--- src/rtl/instr_output_monitor.sv ---
`default_nettype none
// ============================================================================
// Module   : instr_output_monitor
// Brief    : Sink-side instrumentation for an AXI-Stream output. Accepts
//            beats, counts them, measures first-input to first-output
//            latency, the interval between frame ends, and a per-frame
//            checksum of {frame_idx[7:0], sum[23:0]}.
// Options  : INSTR_BACKPRESSURE_EN - when defined, s_axis_tready is pulled
//            low one cycle in four (free 2-bit counter == 3) to throttle
//            the upstream design to 3-of-4 throughput.
// Revision : 1.0 - initial release
// ============================================================================
module instr_output_monitor #(
  parameter int DATA_WIDTH  = 32,
  parameter int FRAME_BEATS = 16,
  parameter int CNT_WIDTH   = 32
) (
  input  logic                  ap_clk,
  input  logic                  ap_rst_n,
  input  logic                  enable,
  input  logic                  in_first_beat,
  input  logic [DATA_WIDTH-1:0] s_axis_tdata,
  input  logic                  s_axis_tvalid,
  output logic                  s_axis_tready,
  output logic [CNT_WIDTH-1:0]  status_o,
  output logic [CNT_WIDTH-1:0]  latency,
  output logic [CNT_WIDTH-1:0]  interval,
  output logic [31:0]           checksum,
  output logic                  frame_done
);

  // Beat index is sized for the largest legal frame (65535 beats).
  localparam int              IDX_WIDTH = 16;
  localparam logic [IDX_WIDTH-1:0] LAST_IDX = IDX_WIDTH'(FRAME_BEATS - 1);
  localparam logic [CNT_WIDTH-1:0] CNT_MAX  = '1;
  localparam logic [CNT_WIDTH-1:0] CNT_ONE  = CNT_WIDTH'(1);

  typedef enum logic [1:0] {
    IDLE       = 2'd0,
    WAIT_FIRST = 2'd1,
    RUN        = 2'd2
  } state_t;

  state_t                 state;
  state_t                 state_next;
  logic                   ready;
  logic                   accept;
  logic                   capture;
  logic                   is_last;
  logic                   frame_end;
  logic [IDX_WIDTH-1:0]   beat_idx;
  logic [23:0]            sum;
  logic [23:0]            addend;
  logic [23:0]            sum_next;
  logic [7:0]             frame_idx;
  logic [CNT_WIDTH-1:0]   wait_cnt;
  logic [CNT_WIDTH-1:0]   iv_cnt;
  logic                   iv_running;

  // Only the low 24 data bits feed the checksum; the rest are deliberately dropped.
  if (DATA_WIDTH > 24) begin : g_unused_hi
    logic unused_hi;
    assign unused_hi = ^s_axis_tdata[DATA_WIDTH-1:24];
  end

`ifdef INSTR_BACKPRESSURE_EN
  logic [1:0] bp_cnt;

  // Free-running throttle phase; advances on every enabled cycle.
  always_ff @(posedge ap_clk) begin
    if (!ap_rst_n) begin
      bp_cnt <= 2'd0;
    end else if (enable) begin
      bp_cnt <= bp_cnt + 2'd1;
    end
  end

  assign ready = ap_rst_n & enable & (bp_cnt != 2'd3);
`else
  assign ready = ap_rst_n & enable;
`endif

  assign s_axis_tready = ready;
  assign accept        = s_axis_tvalid & ready;
  assign is_last       = (beat_idx == LAST_IDX);
  assign frame_end     = accept & is_last;
  assign addend        = s_axis_tdata[23:0] ^ {{(24 - IDX_WIDTH){1'b0}}, beat_idx};
  assign sum_next      = sum + addend;

  // FSM state register.
  always_ff @(posedge ap_clk) begin
    if (!ap_rst_n) begin
      state <= IDLE;
    end else begin
      state <= state_next;
    end
  end

  // Next-state logic; capture marks the one cycle that latches latency.
  always_comb begin
    state_next = state;
    capture    = 1'b0;
    case (state)
      IDLE: begin
        if (in_first_beat && enable) begin
          if (accept) begin
            state_next = RUN;
            capture    = 1'b1;
          end else begin
            state_next = WAIT_FIRST;
          end
        end
      end
      WAIT_FIRST: begin
        if (accept) begin
          state_next = RUN;
          capture    = 1'b1;
        end
      end
      RUN: begin
        state_next = RUN;
      end
      default: begin
        state_next = IDLE;
      end
    endcase
  end

  // Latency counter: zero while idle, counts up (saturating) while waiting.
  always_ff @(posedge ap_clk) begin
    if (!ap_rst_n) begin
      wait_cnt <= '0;
    end else if (state == IDLE) begin
      wait_cnt <= '0;
    end else if ((state == WAIT_FIRST) && (wait_cnt != CNT_MAX)) begin
      wait_cnt <= wait_cnt + CNT_ONE;
    end
  end

  // Latency is captured once; a same-cycle first beat reads as zero.
  always_ff @(posedge ap_clk) begin
    if (!ap_rst_n) begin
      latency <= '0;
    end else if (capture) begin
      latency <= (state == IDLE) ? '0 : wait_cnt;
    end
  end

  // Beat bookkeeping, running sum and checksum registration at frame end.
  always_ff @(posedge ap_clk) begin
    if (!ap_rst_n) begin
      status_o   <= '0;
      beat_idx   <= '0;
      sum        <= '0;
      frame_idx  <= '0;
      checksum   <= '0;
      frame_done <= 1'b0;
    end else begin
      frame_done <= frame_end;
      if (accept) begin
        if (status_o != CNT_MAX) begin
          status_o <= status_o + CNT_ONE;
        end
        if (is_last) begin
          beat_idx  <= '0;
          sum       <= '0;
          checksum  <= {frame_idx, sum_next};
          frame_idx <= frame_idx + 8'd1;
        end else begin
          beat_idx  <= beat_idx + IDX_WIDTH'(1);
          sum       <= sum_next;
        end
      end
    end
  end

  // Frame-to-frame interval: the counter starts at the first frame end.
  always_ff @(posedge ap_clk) begin
    if (!ap_rst_n) begin
      iv_running <= 1'b0;
      iv_cnt     <= '0;
      interval   <= '0;
    end else if (frame_end) begin
      if (iv_running) begin
        interval <= iv_cnt;
      end
      iv_running <= 1'b1;
      iv_cnt     <= CNT_ONE;
    end else if (iv_running && (iv_cnt != CNT_MAX)) begin
      iv_cnt <= iv_cnt + CNT_ONE;
    end
  end

endmodule
`default_nettype wire

--- config.mk ---
export PLATFORM = sky130hd
export DESIGN_NAME = instr_output_monitor
export DESIGN_NICKNAME = d
export VERILOG_FILES = /design/src/rtl/instr_output_monitor.sv
export SDC_FILE = /design/constraint.sdc
export NUM_CORES = 1
export LEC_CHECK = 0
export CORE_UTILIZATION = 49
export DETAILED_ROUTE_END_ITERATION = 8
export PLACE_DENSITY = 0.73
export RECOVER_POWER = 25
export SLEW_MARGIN = 15
export SYNTH_ARGS = -nofsm -noshare
export SYNTH_HDL_FRONTEND = slang
export SYNTH_SLANG_ARGS = --single-unit
--- constraint.sdc ---
create_clock -name ap_clk -period 3.3 [get_ports ap_clk]
set_clock_uncertainty 0.1 [all_clocks]
set_input_delay 0.66 -clock ap_clk [delete_from_list [all_inputs] [get_ports ap_clk]]
set_output_delay 0.66 -clock ap_clk [all_outputs]
set_load 0.02 [all_outputs]
==> impl_results.rst, run 1 <==
.. list-table::
   :header-rows: 1

   * - Metric
     - Value
   * - Count of flip-flops with a built-in enable after synthesis
     - 0
   * - Fraction of synthesis flops using an asynchronous set or reset pin
     - 0%
   * - Critical-path top delay cell
     - sky130_fd_sc_hd__a2111oi_0
   * - Die height
     - 155 um
   * - Initial antenna violation count
     - 0
   * - Maximum number of pins on one net before global-route repair
     - 96
   * - Yosys cell types
     - 65
   * - Sink count of the clock tree
     - 244
   * - Register-to-register setup slack
     - 0.35 ns
   * - GR Overflow Total
     - 0
   * - TritonCTS clock tree
     - done
   * - Static Leak
     - 5.51 nW
   * - Synth warn
     - 0
   * - Gate Count Post-Synth
     - 1,357
   * - Placement-stage cell area
     - 13,700 um2
   * - Detailed-route via count
     - 10,012
   * - Half-perimeter wire length after detailed placement
     - 19,700 um
   * - Share of power burned in the clock network
     - 44.2%
   * - Share of the clock period used by the worst path after layout
     - 92.5%
   * - Hold path cells
     - 2
   * - Worst hold path startpoint
     - checksum[18]
   * - DRT antenna net count
     - 0
   * - Reg clk slew, reported paths
     - 0.06 ns
   * - Number of nets in the final layout
     - 1,609
   * - Row count
     - 55
   * - Ratio of cells with drive above 1 in the final layout
     - 7.70%
   * - Final total negative setup slack
     - 0 ns
   * - Slew @ Worst Pin
     - 1.66 ns
   * - RSZ-0062 raised after global routing
     - no
   * - Violated checks
     - max-capacitance violations, max-slew violations
   * - Clock H-tree levels
     - 1
   * - Kind of critical path
     - input pin to flop
   * - Area of the die
     - 24,200 um2
   * - Antenna Cells
     - 0
   * - Post-route cell area
     - 14,600 um2
   * - Worst supply voltage drop on vdd
     - 0.366 mV
   * - Top_reg_cell synth
     - sky130_fd_sc_hd__dfxtp_1
   * - Net switching power of the design
     - 1.69 mW
   * - Vias in the first global route
     - 9,406
   * - PortBufs
     - 158
   * - Share of total power in combinational logic
     - 12.0%
   * - Final setup violation count
     - 0
   * - Data required time of the critical path
     - 3.62 ns
   * - Endpoint kind of the worst setup timing path
     - flop
   * - Starting density of the core
     - 50.5%
   * - Average vias per placed instance
     - 5.35
   * - Worst Hold Path EP
     - checksum[18]
   * - Net count after synthesis
     - 1,427
   * - Synthesized cell area
     - 11,500 um2
   * - Post-DR wirelength/cell
     - 14.7 um
   * - Worst hold path type
     - flop to flop
   * - Quantity of hold-fixing buffers added after cts
     - 0
   * - Inserted Clock Buffers
     - 26
   * - Critical path startpoint category
     - input pin
   * - # fillers
     - 2,053
   * - Power density of the placed cells
     - 470 nW/um2
   * - Sequential share of the synthesized area
     - 42.3%
   * - DRT Wirelength
     - 27,600 um
   * - Ordered cell list for the critical path
     - clkdlybuf4s50_1 > xor2_1 > ha_1 > nand4_1 > a2111oi_0 > a2111oi_0 > a21oi_1 > xor2_1 > a2bb2oi_1 > mux2i_1
   * - Average footprint of a synthesized cell
     - 8.51 um2
   * - Worst-path maximum fanout
     - 5
   * - Violation count after the first detailed-route iteration
     - 558
   * - Fin util
     - 64.0%
   * - Reg2Reg Launch Point
     - beat_idx[0]
   * - DRC violations left
     - 0
   * - RD Place Congestion
     - 0.952
   * - Final worst path period need
     - 3.05 ns
   * - Clock root buffer master
     - sky130_fd_sc_hd__clkbuf_16
   * - Delay of the slowest cell on the worst path
     - 0.54 ns
   * - Maximum buffer depth of the clock tree
     - 3
   * - Overall global routing resource usage
     - 23.1%
   * - Maximum clock rate
     - 328 MHz
   * - First-pass GRT wire length
     - 46,200 um
   * - Setup WS pre-CTS
     - -0.202 ns
   * - Max-cap viol count
     - 1
   * - Sequential power share
     - 43.8%
   * - Top-level I/O count
     - 167
   * - Cells resized by post-CTS repair
     - 0
   * - Core Box Area
     - 22,800 um2
   * - Chip width
     - 155 um
   * - Internal Power
     - 5.18 mW
   * - Clock insertion delay at the later pin of the skew report
     - 0.54 ns
   * - FF-to-FF End
     - sum[21]
   * - Switching Share
     - 24.6%
   * - Synth-to-Final Area Change
     - 26.7%
   * - Relative max-transition margin
     - -11.8%
   * - Outcome
     - finished, violations left
   * - Max-slew violation count
     - 17
   * - Endpoint arrival time on the critical path
     - 3.37 ns
   * - Seq cells post-synth
     - 244
   * - Setup WS post-layout
     - 0.248 ns
   * - Hold violation count in the final report
     - 0
   * - Post CTS Setup Buffer Count
     - 0
   * - Number of cell instances on the worst register-to-register path
     - 10
   * - First-pass DRT Iterations
     - 5
[kinds of logic (layout without fill, tap and decap cells)]
logic type / count (synthesis) / in the layout / share of synthesized area [%]
buf+inv: 90 / 292 / 3.15
compound gates: 227 / 227 / 13.1
mux: 9 / 9 / 0.781
xor+xnor: 133 / 133 / 10.1
fa+ha+maj: 33 / 33 / 3.64
simple gates: 621 / 621 / 26.9
flops: 244 / 244 / 42.3
[how the worst max path moves through the flow]
stage	from	end	slack (ns)	depth (start not counted)
final	s_axis_tdata[9]	sum[23]	0.25	10
after global routing	beat_idx[0]	sum[21]	0.06	10
after CTS	s_axis_tdata[9]	sum[23]	0.35	10
after detailed placement	s_axis_tdata[4]	sum[21]	-0.20	10
after global placement	s_axis_tdata[9]	sum[23]	-0.23	10
after floorplan	s_axis_tdata[0]	sum[20]	0.54	11
[power by group through the flow]
stage | combinational [mW] | sequential (mW) | clock [mW]
2_1_floorplan | 0.552 | 3.06 | 0
3_3_place_gp | 0.805 | 3.07 | 0
3_5_place_dp | 0.823 | 3.07 | 0
4_1_cts | 0.826 | 3.01 | 3.11
5_1_grt | 0.908 | 3.01 | 3.24
6_report | 0.823 | 3.01 | 3.04
[routing by layer]
layer,track usage (%),up-vias,routed length [um]
li1,-,5046,-
met5,0,-,0
met4,6.26,0,534
met3,3.01,36,1200
met2,38.0,213,12700
met1,31.9,4717,13200
[metrics by stage]
stage          hold slack, ns  cells  total power, mW
4_1_cts                 0.356   1872             6.94
3_3_place_gp            0.339   1824             3.87
6_report                0.347   1872             6.87
3_5_place_dp            0.342   1824             3.89
2_1_floorplan           0.329   1357             3.62
5_1_grt                 0.368   1872             7.15
[state kept, by name, indices dropped and copies added (netlist names), 8 cells and up]
signal     count
checksum      32
frame_idx      8
interval      32
wait_cnt      32
iv_cnt        32
status_o      32
latency       32
beat_idx      16
sum           24
[cell usage in the layout (no fill, tap or decap), types with 9 or more instances in the layout]
| cell type | count |
|---|---|
| sky130_fd_sc_hd__inv_1 | 18 |
| sky130_fd_sc_hd__nor3_1 | 28 |
| sky130_fd_sc_hd__a21o_1 | 10 |
| sky130_fd_sc_hd__and3_1 | 27 |
| sky130_fd_sc_hd__xor2_1 | 65 |
| sky130_fd_sc_hd__clkbuf_1 | 9 |
| sky130_fd_sc_hd__nor2b_1 | 9 |
| sky130_fd_sc_hd__ha_1 | 32 |
| sky130_fd_sc_hd__mux2i_1 | 9 |
| sky130_fd_sc_hd__a21oi_1 | 34 |
| sky130_fd_sc_hd__and2_1 | 42 |
| sky130_fd_sc_hd__dfxtp_1 | 244 |
| sky130_fd_sc_hd__buf_4 | 64 |
| sky130_fd_sc_hd__nand3_1 | 64 |
| sky130_fd_sc_hd__clkbuf_16 | 26 |
| sky130_fd_sc_hd__and4_1 | 10 |
| sky130_fd_sc_hd__nor2_1 | 112 |
| sky130_fd_sc_hd__a21boi_0 | 64 |
| sky130_fd_sc_hd__o21ai_0 | 54 |
| sky130_fd_sc_hd__dlygate4sd3_1 | 38 |
| sky130_fd_sc_hd__clkdlybuf4s50_1 | 119 |
| sky130_fd_sc_hd__nand4_1 | 34 |
| sky130_fd_sc_hd__xnor2_1 | 68 |
| sky130_fd_sc_hd__nand2_1 | 209 |
| sky130_fd_sc_hd__a22o_1 | 13 |
| sky130_fd_sc_hd__or3_1 | 20 |
| sky130_fd_sc_hd__nand3b_1 | 29 |
[cells in the mapped netlist, types with 3 or more instances]
master                        n  share of area (%)
sky130_fd_sc_hd__xnor2_1     68                5.2
sky130_fd_sc_hd__and4_1      10               0.76
sky130_fd_sc_hd__and2_1      48                2.6
sky130_fd_sc_hd__ha_1        32                3.5
sky130_fd_sc_hd__nor2b_1      9               0.49
sky130_fd_sc_hd__or4_1        3               0.20
sky130_fd_sc_hd__a21boi_1     4               0.26
sky130_fd_sc_hd__xor2_1      65                4.9
sky130_fd_sc_hd__a211oi_1     4               0.26
sky130_fd_sc_hd__nor4_1       5               0.27
sky130_fd_sc_hd__a22oi_1      4               0.26
sky130_fd_sc_hd__o21a_1       3               0.20
sky130_fd_sc_hd__nand2_1    209                6.8
sky130_fd_sc_hd__o21ai_0     53                2.3
sky130_fd_sc_hd__nor2_1     112                3.6
sky130_fd_sc_hd__or2_2        4               0.22
sky130_fd_sc_hd__and3_1      27                1.5
sky130_fd_sc_hd__nand2b_1     5               0.27
sky130_fd_sc_hd__o31ai_1      3               0.20
sky130_fd_sc_hd__nand3b_1    29                1.9
sky130_fd_sc_hd__nand4_1     34                1.8
sky130_fd_sc_hd__a22o_1      13               0.99
sky130_fd_sc_hd__mux2i_1      9               0.78
sky130_fd_sc_hd__a21oi_1     34                1.5
sky130_fd_sc_hd__or3_1       20                1.1
sky130_fd_sc_hd__nor3_1      28                1.2
sky130_fd_sc_hd__buf_2        9               0.39
sky130_fd_sc_hd__o211ai_1     5               0.33
sky130_fd_sc_hd__buf_1        8               0.26
sky130_fd_sc_hd__clkbuf_1    52                1.7
sky130_fd_sc_hd__inv_1       18               0.59
sky130_fd_sc_hd__a2111oi_0    3               0.23
sky130_fd_sc_hd__a21o_1      10               0.65
sky130_fd_sc_hd__a31oi_1      7               0.38
sky130_fd_sc_hd__dfxtp_1    244                 42
sky130_fd_sc_hd__nand3_1     64                2.8
sky130_fd_sc_hd__a21boi_0    64                4.2
[cell type report]
type | instances | area (um2) | share of cell area, %
clock buffer | 38 | 756 | 5.17
clock inverter | 10 | 159 | 1.09
inverter | 19 | 71.3 | 0.488
multi-input combinational | 1023 | 6290 | 43.0
sequential | 244 | 4880 | 33.4
tap | 313 | 392 | 2.68
timing repair buffer | 225 | 2070 | 14.1
[worst max-delay path: cells and delay by family]
family	cells	cell delay, ns
AOI/OAI and AO/OA	4	1.21
and+or+nand+nor	1	0.15
adders and majority gates	1	0.40
muxes	1	0.09
buffers and inverters	1	0.41
xor gates and xnor gates	2	0.45
(Power assumes the default switching activity.)
==> run 2: changes to the inputs <==
--- a/config.mk
+++ b/config.mk
@@ -5,8 +5,11 @@
 export SDC_FILE = /design/constraint.sdc
 export NUM_CORES = 1
 export LEC_CHECK = 0
+export CAP_MARGIN = 5
+export CORE_MARGIN = 4
 export CORE_UTILIZATION = 49
 export DETAILED_ROUTE_END_ITERATION = 8
+export HOLD_SLACK_MARGIN = 0.02
 export PLACE_DENSITY = 0.73
 export RECOVER_POWER = 25
 export SLEW_MARGIN = 15
==> run 2 against run 1 <==
Against the previous run: the run still ends with max-capacitance violations, max-slew violations left; core utilization decreased by 0.59 points; die area up 7.9%; clock power down 4%; register-to-register slack got worse by 0.04 ns; combinational power is 2% lower; final cell count fell by 0.27%; global-route usage is 2.0 points lower; non-clock buffer count decreased by 5; hold slack worse by 0.0022 ns; count of clock-buffer cells in the layout is the same; routed wire length increased by 2.6%.
==> impl_results.rst, run 2 (synthesized netlist as in run 1, its figures left out) <==
.. list-table::
   :header-rows: 1

   * - Metric
     - Value
   * - Half-perimeter wire length after detailed placement
     - 20,300 um
   * - FF-to-FF End
     - latency[6]
   * - Maximum number of pins on one net before global-route repair
     - 51
   * - Ordered cell list for the critical path
     - dlygate4sd3_1 > and3_1 > o21ai_1 > buf_4 > nand2_1 > a21boi_0
   * - RSZ-0062 raised after global routing
     - no
   * - Final setup violation count
     - 0
   * - Area of the die
     - 26,100 um2
   * - Endpoint kind of the worst setup timing path
     - flop
   * - DRT Wirelength
     - 28,300 um
   * - DRC violations left
     - 0
   * - Fin util
     - 63.4%
   * - Final worst path period need
     - 3.08 ns
   * - Hold violation count in the final report
     - 0
   * - Final total negative setup slack
     - 0 ns
   * - Detailed-route via count
     - 9,924
   * - Setup WS pre-CTS
     - -0.272 ns
   * - Row count
     - 55
   * - Data required time of the critical path
     - 3.65 ns
   * - Quantity of hold-fixing buffers added after cts
     - 0
   * - First-pass DRT Iterations
     - 5
   * - DRT antenna net count
     - 0
   * - Max-cap viol count
     - 1
   * - Starting density of the core
     - 50.4%
   * - Buf+Inv Stages, Crit Path
     - 2
   * - Register-to-register setup slack
     - 0.31 ns
   * - Share of the clock period used by the worst path after layout
     - 93.4%
   * - Clock insertion delay at the later pin of the skew report
     - 0.53 ns
   * - Outcome
     - finished, violations left
   * - Capturing element of the worst setup path
     - latency[6]
   * - Overall global routing resource usage
     - 21.1%
   * - Post CTS Setup Buffer Count
     - 0
   * - # fillers
     - 2,027
   * - Synth-to-Final Area Change
     - 25.9%
   * - Number of nets in the final layout
     - 1,605
   * - RD Place Congestion
     - 0.892
   * - First-pass GRT wire length
     - 46,800 um
   * - Worst supply voltage drop on vdd
     - 0.411 mV
   * - Chip width
     - 161 um
   * - Flip-flop and latch area
     - 4880 um2
   * - Reg2Reg Launch Point
     - state[0]
   * - Post-DR wirelength/cell
     - 15.2 um
   * - Core Box Area
     - 22,900 um2
   * - Worst Hold Slack
     - 0.345 ns
   * - Violated checks
     - max-capacitance violations, max-slew violations
   * - Worst-path maximum fanout
     - 26
   * - Clock H-tree levels
     - 1
   * - Stages on worst setup path
     - 6
   * - Relative max-transition margin
     - -18.5%
   * - First element of the critical path
     - enable
   * - Cell family contributing the most delay on the critical path
     - compound AO/OA/AOI/OAI gates
   * - Die height
     - 161 um
   * - Endpoint arrival time on the critical path
     - 3.43 ns
   * - Top-level I/O count
     - 167
   * - Vias in the first global route
     - 9,465
   * - Maximum clock rate
     - 325 MHz
   * - Ratio of cells with drive above 1 in the final layout
     - 7.34%
   * - Average vias per placed instance
     - 5.32
   * - PortBufs
     - 158
   * - Inserted Clock Buffers
     - 27
   * - Critical path startpoint category
     - input pin
   * - Max-slew violation count
     - 27
   * - Number of cell instances on the worst register-to-register path
     - 7
   * - Static Leak
     - 5.57 nW
   * - Initial antenna violation count
     - 0
   * - Commonest non-fill, non-tap cell in the layout
     - sky130_fd_sc_hd__dfxtp_1
   * - Sink count of the clock tree
     - 244
   * - Violation count after the first detailed-route iteration
     - 553
   * - Maximum buffer depth of the clock tree
     - 3
   * - Kind of critical path
     - input pin to flop
   * - Worst hold path type
     - flop to flop
   * - Leading cell types in the layout, fill and taps excluded
     - sky130_fd_sc_hd__dfxtp_1 (244), sky130_fd_sc_hd__nand2_1 (209), sky130_fd_sc_hd__nor2_1 (112), sky130_fd_sc_hd__clkdlybuf4s50_1 (93), sky130_fd_sc_hd__xnor2_1 (68)
   * - Antenna Cells
     - 0
   * - GR Overflow Total
     - 0
   * - Critical-path top delay cell
     - sky130_fd_sc_hd__o21ai_1
   * - Slew @ Worst Pin
     - 1.77 ns
   * - Reg clk slew, reported paths
     - 0.06 ns
   * - Setup WS post-layout
     - 0.218 ns
   * - Multi-input combinational cell area
     - 6290 um2
   * - Delay of the slowest cell on the worst path
     - 1.32 ns
   * - TritonCTS clock tree
     - done
   * - Power density of the placed cells
     - 463 nW/um2
   * - Clock root buffer master
     - sky130_fd_sc_hd__clkbuf_16
run 2: tightest hold or removal path: stages, from the launching register on:
cell and delay (ns):
sky130_fd_sc_hd__dfxtp_1 0.31, sky130_fd_sc_hd__nand3_1 0.06, sky130_fd_sc_hd__nand2_1 0.04
run 2: final cells by class:
cell class / instances / area share [%]
clock buffers: 38 / 5.21
clock inverters: 10 / 0.715
inverters: 19 / 0.491
multi-input cells: 1023 / 43.3
flip-flops and latches: 244 / 33.6
well taps: 313 / 2.70
repair buffers: 220 / 14.0
run 2: worst min-delay path by stage:
stage	from	end	cells past startpoint	slack [ns]
2_1_floorplan	sum[18]	sum[18]	2	0.33
3_3_place_gp	checksum[25]	checksum[25]	2	0.34
3_5_place_dp	checksum[0]	checksum[0]	2	0.34
4_1_cts	checksum[0]	checksum[0]	2	0.35
5_1_grt	interval[1]	interval[1]	2	0.37
6_report	checksum[0]	checksum[0]	2	0.34
run 2: report_power, final:
group	internal [mW]	switching, mW
sequential	2.98	0.0266
clock	1.75	1.17
combinational	0.356	0.455
total	5.08	1.65
run 2: repair_timing:
action,in CTS,in global routing
setup endpoints to repair,0,1
resized for setup,0,1
endpoints found under the hold margin,0,0
run 2: routing by layer:
layer | track usage [%] | vias to the layer above | routed length, um
met5 | 0 | - | 0
met4 | 5.08 | 0 | 482
met3 | 3.09 | 29 | 1520
met2 | 34.7 | 230 | 12800
met1 | 29.5 | 4637 | 13500
li1 | - | 5028 | -
run 2: metrics by stage:
stage	area, um2	total power [mW]	instances
after detailed placement	13700	3.88	1819
after floorplan	11500	3.62	1357
after CTS	14600	6.80	1867
final	14500	6.73	1867
after global placement	13700	3.87	1819
after global routing	14500	7.00	1867
==> run 3: changes to the inputs <==
--- a/config.mk
+++ b/config.mk
@@ -9,9 +9,11 @@
 export CORE_MARGIN = 4
 export CORE_UTILIZATION = 49
 export DETAILED_ROUTE_END_ITERATION = 8
+export DONT_BUFFER_PORTS = 1
 export HOLD_SLACK_MARGIN = 0.02
-export PLACE_DENSITY = 0.73
+export MAX_ROUTING_LAYER = met4
 export RECOVER_POWER = 25
+export REMOVE_ABC_BUFFERS = 1
 export SLEW_MARGIN = 15
 export SYNTH_ARGS = -nofsm -noshare
 export SYNTH_HDL_FRONTEND = slang
==> run 3 against run 2 <==
Against the previous run: the flow now finishes without violations; total power grew 1.7%; die area is the same; final cell count shrank 11%; critical path type is now flop to flop; flip-flop and latch count did not move; final area is 12% lower; sequential share of layout area is 4.8 points higher; routed wire length fell by 5.6%; clock power grew 8.2%; count of clock-buffer cells in the layout is the same; largest power group is now the clock network; register-to-register slack better by 0.04 ns.
==> impl_results.rst, run 3 (synthesized netlist as in run 1, its figures left out) <==
.. list-table::
   :header-rows: 1

   * - Metric
     - Value
   * - Outcome
     - finished, final reports clean
   * - Violation count after the first detailed-route iteration
     - 555
   * - Endpoint arrival time on the critical path
     - 3.27 ns
   * - Antenna Cells
     - 0
   * - Detailed-route via count
     - 9,095
   * - Post CTS Setup Buffer Count
     - 0
   * - Internal Power
     - 5.23 mW
   * - Max-slew violation count
     - 0
   * - Vias in the first global route
     - 8,819
   * - Kind of critical path
     - flop to flop
   * - Starting density of the core
     - 50.4%
   * - Worst supply voltage drop on vdd
     - 0.379 mV
   * - Core Box Area
     - 22,900 um2
   * - Top-level I/O count
     - 167
   * - Chip width
     - 161 um
   * - Clock H-tree levels
     - 1
   * - Share of the clock period used by the worst path after layout
     - 89.5%
   * - Power density of the placed cells
     - 538 nW/um2
   * - Area of the die
     - 26,100 um2
   * - Final total negative setup slack
     - 0 ns
   * - Static Leak
     - 4.63 nW
   * - First-pass GRT wire length
     - 44,900 um
   * - Final worst path period need
     - 2.95 ns
   * - Switching Share
     - 23.7%
   * - Worst Hold Slack
     - 0.204 ns
   * - RSZ-0062 raised after global routing
     - no
   * - Quantity of hold-fixing buffers added after cts
     - 0
   * - Ratio of cells with drive above 1 in the final layout
     - 5.70%
   * - Sequential power share
     - 43.9%
   * - Multi-input combinational cell area
     - 6300 um2
   * - Inserted Clock Buffers
     - 27
   * - Clock root buffer master
     - sky130_fd_sc_hd__clkbuf_16
   * - GR Overflow Total
     - 0
   * - TritonCTS clock tree
     - done
   * - Leading cell types in the layout, fill and taps excluded
     - sky130_fd_sc_hd__dfxtp_1 (244), sky130_fd_sc_hd__nand2_1 (209), sky130_fd_sc_hd__nor2_1 (112), sky130_fd_sc_hd__xnor2_1 (68), sky130_fd_sc_hd__xor2_1 (65)
   * - Die height
     - 161 um
   * - DRT Wirelength
     - 26,700 um
   * - Final setup violation count
     - 0
   * - # fillers
     - 2,181
   * - Row count
     - 55
   * - Delay of the slowest cell on the worst path
     - 0.56 ns
   * - Maximum number of pins on one net before global-route repair
     - 151
   * - Flip-flop and latch area
     - 4880 um2
   * - Maximum buffer depth of the clock tree
     - 3
   * - Critical path startpoint category
     - flop
   * - Post-DR wirelength/cell
     - 16.1 um
   * - Share of total power in combinational logic
     - 10.0%
   * - Reg clk slew, reported paths
     - 0.06 ns
   * - Average vias per placed instance
     - 5.46
   * - Sink count of the clock tree
     - 244
   * - DRT antenna net count
     - 0
   * - Synth-to-Final Area Change
     - 10.2%
   * - RD Place Congestion
     - 0.893
   * - DRC violations left
     - 0
   * - Data required time of the critical path
     - 3.61 ns
   * - Relative max-transition margin
     - 51.1%
   * - Worst hold path type
     - input pin to flop
   * - Ordered cell list for the critical path
     - xor2_1 > ha_1 > nand4_1 > a2111oi_0 > a2111oi_0 > a21oi_1 > xor2_1 > a2bb2oi_1 > mux2i_1
   * - Hold violation count in the final report
     - 0
   * - Commonest non-fill, non-tap cell in the layout
     - sky130_fd_sc_hd__dfxtp_1
   * - Max-cap viol count
     - 0
   * - Clock insertion delay at the later pin of the skew report
     - 0.53 ns
   * - Net switching power of the design
     - 1.62 mW
   * - Buf+Inv Stages, Crit Path
     - 0
   * - Half-perimeter wire length after detailed placement
     - 18,300 um
   * - Slew @ Worst Pin
     - 0.728 ns
   * - Overall global routing resource usage
     - 20.8%
   * - Cell family contributing the most delay on the critical path
     - compound AO/OA/AOI/OAI gates
   * - Worst-path maximum fanout
     - 6
   * - Cells resized by post-CTS repair
     - 0
   * - PortBufs
     - 0
   * - First-pass DRT Iterations
     - 5
   * - Maximum clock rate
     - 339 MHz
   * - Critical-path top delay cell
     - sky130_fd_sc_hd__a2111oi_0
   * - Endpoint kind of the worst setup timing path
     - flop
   * - Number of nets in the final layout
     - 1,403
   * - Share of power burned in the clock network
     - 46.1%
   * - Initial antenna violation count
     - 0
## run 3: changes by cell type in the layout (fill, tap and decap cells not counted), sizes merged
| cell | before | now |
|---|---|---|
| bufinv | 2 | 4 |
| clkinv | 8 | 6 |
| dlygate4sd3 | 64 | 0 |
| clkbuf | 41 | 38 |
| buf | 60 | 18 |
| clkdlybuf4s50 | 93 | 0 |
## run 3: path summary, 6_finish.rpt
kind	end	slack [ns]	from	cells after the start
worst min-delay path	checksum[13]	0.20	ap_rst_n	2
worst max register to register	sum[23]	0.35	beat_idx[12]	9
worst min register to register	sum[19]	0.36	sum[19]	2
worst max-delay path	sum[23]	0.35	beat_idx[12]	9
## run 3: per-stage QoR
stage | power [mW] | util [%] | cell area (um2) | worst slack, ns | std cells
after floorplan | 3.57 | - | 11200 | -0.210 | 1286
after global placement | 3.75 | 51.4 | 11800 | 0.157 | 1617
after detailed placement | 3.75 | 51.4 | 11800 | 0.128 | 1617
after CTS | 6.94 | 55.5 | 12700 | 0.402 | 1665
after global routing | 7.13 | 55.5 | 12700 | 0.178 | 1665
final | 6.85 | 55.5 | 12700 | 0.347 | 1665
## run 3: metal layers
layer / GRT usage, % / up-vias / share of wire (%)
met4: 4.46 / 0 / 2.0
met3: 4.31 / 31 / 5.5
li1: - / 4628 / -
met2: 32.4 / 173 / 45
met1: 28.0 / 4263 / 48
met5: - / - / 0
## run 3: final cells by class
type	instances	area share, %
multi-input combinational	1023	49.5
clock inverter	10	1.21
sequential	244	38.4
tap	313	3.08
clock buffer	38	6.19
timing repair buffer	18	1.06
inverter	19	0.561
## run 3: worst register-to-register path: cells and delay by family (launching register included)
kind	cells	cell delay, ns
flip-flops	1	0.46
XOR/XNOR	2	0.41
AND/OR/NAND/NOR	1	0.18
adder cells (fa/ha/maj)	1	0.42
AO/OA/AOI/OAI	4	1.18
multiplexers	1	0.08
## run 3: power by group through the flow
stage                     registers (mW)  clock network (mW)  logic [mW]
after global routing                3.01                3.36       0.763
final                               3.01                3.16       0.685
after global placement              3.07                   0       0.683
after floorplan                     3.06                   0       0.504
after detailed placement            3.07                   0       0.684
after CTS                           3.01                3.25       0.689
==> RTL change, RTL diff (settings of run 1) <==
The localparam `IDX_WIDTH` goes from 16 to 15.
--- a/src/rtl/instr_output_monitor.sv
+++ b/src/rtl/instr_output_monitor.sv
@@ -31,5 +31,5 @@
 
   // Beat index is sized for the largest legal frame (65535 beats).
-  localparam int              IDX_WIDTH = 16;
+  localparam int              IDX_WIDTH = 15;
   localparam logic [IDX_WIDTH-1:0] LAST_IDX = IDX_WIDTH'(FRAME_BEATS - 1);
   localparam logic [CNT_WIDTH-1:0] CNT_MAX  = '1;
Formal check against the unedited RTL: no difference found for any inputs over 4 cycles, from zero or initial values and one cycle with ap_rst_n low; that may be too few to reach the edited logic, so the function may still have changed.
==> RTL change against run 1 <==
  * The flow finishes with violations (DRC)
  * Sequential cell count is 1 lower
  * Final area is 3.6% lower
  * Count of clock-buffer cells in the layout is 2 higher
  * Synthesized area is 3.6% lower
  * Wire length is 3.5% lower
  * Critical path depth is 3 higher
  * Setup slack worse by 0.082 ns
  * Via count is 3.6% lower
  * Power is 5.6% lower
  * Non-clock buffer count is 11 lower
  * Global-route usage is 0.77 points lower
  * Combinational power is 35% lower
  * Critical endpoint is now sum[16]
  * Largest power group is now sequential cells
==> RTL change: results (changes against run 1) <==
Outcome -> finished, violations left
Utilization after layout -> 0.6400 (about the same)
Total number of sequential cells -> 243 (-0.41%)
Largest net degree at the start of global routing -> 112 (+17%)
Syn nets -> 1389 (-2.7%)
Met3 layer usage reported by global route -> 0.03157 (+0.001486)
Total of plain and repair buffers excluding clock buffers -> 214 (-4.9%)
Highest cell delay on the worst timing path -> 0.48 ns (-0.06 ns)
Number of design rule violations left after detail routing -> 10 (+10)
Crit path max fanout -> 2 (-3)
Starting DRC count in detailed routing -> 395 (-29%)
Number of inserted filler cells in the final layout -> 1884 (-8.2%)
Crit path capture -> sum[16]
Failing checks -> DRC
Grt met2 use -> 0.3801 (about the same)
Via total after detailed routing -> 9647 (-3.6%)
VDD IR-drop max -> 0.3229 mV (-12%)
Detailed-placement wirelength estimate -> 18450 µm (-6.3%)
First-pass detailed-route iteration total -> 7 (+2)
Slew headroom -> 0.1263 (+0.2445)
Worst EP arrival -> 3.45 ns (+0.08 ns)
Largest cells by area after synthesis -> sky130_fd_sc_hd__dfxtp_1 44%, sky130_fd_sc_hd__nand2_1 7.2%, sky130_fd_sc_hd__xor2_1 6.4%, sky130_fd_sc_hd__a21oi_1 4.8%, sky130_fd_sc_hd__nor2_1 4.5%
Number of global-route vias before repair -> 9096 (-3.3%)
First-pass GRT wire length -> 44010 µm (-4.8%)
Area taken by flip-flops and latches -> 4865 µm² (-0.41%)
GR Util All Layers -> 0.2236 (-0.007750)
Internal reg-to-reg setup slack -> 0.31 ns (-0.04 ns)
Final-layout clock-cell area share -> 0.06231 (-0.0002479)
Routability congestion estimate from global placement -> 0.9079 (-4.6%)
Startpoint of the worst setup timing path -> s_axis_tdata[0]
-- RTL change: changes by cell type in the layout (fill, tap and decap cells not counted), sizes merged, moves of 8 or more --
| cell | before | now |
|---|---|---|
| inv | 18 | 27 |
| nor2 | 112 | 140 |
| xor2 | 65 | 81 |
| nand4 | 34 | 26 |
| nor3 | 28 | 16 |
| clkdlybuf4s50 | 119 | 85 |
| xnor2 | 68 | 49 |
| a21boi | 68 | 2 |
| dlygate4sd3 | 38 | 72 |
| buf | 64 | 52 |
| and3 | 28 | 19 |
| and2 | 49 | 18 |
| a21oi | 34 | 107 |
-- RTL change: cells by family after synthesis --
logic type      share of synthesized area
simple gates                       0.2660
flops                              0.4371
compound gates                     0.1209
xor+xnor                           0.1023
buf+inv                           0.03238
fa+ha+maj                         0.03777
mux                              0.003598
-- RTL change: per-layer routing --
| metal | vias to the layer above | share of wire |
|---|---|---|
| met2 | 220 | 0.47 |
| met4 | 0 | 0.016 |
| met3 | 33 | 0.048 |
| met5 | - | 0 |
| li1 | 4887 | - |
| met1 | 4507 | 0.47 |
-- RTL change: worst min path at each step --
stage / to / start / cells past startpoint / slack [ns]
floorplan: sum[18] / sum[18] / 2 / 0.33
global placement: latency[9] / latency[9] / 2 / 0.34
detailed placement: checksum[17] / checksum[17] / 2 / 0.34
CTS: latency[14] / latency[14] / 2 / 0.35
global route: latency[13] / latency[13] / 2 / 0.37
finish: latency[16] / latency[16] / 2 / 0.35
-- RTL change: through the flow --
step	total power [mW]	setup slack, ns
floorplan	3.392	0.3430
global placement	3.569	-0.4099
detailed placement	3.575	-0.4132
CTS	6.556	0.1277
global route	6.734	0.02018
finish	6.485	0.1660
-- RTL change: report_power, final --
group          internal (mW)  switching (mW)
sequential              2.96          0.0213
clock                   1.82            1.14
combinational          0.236           0.297
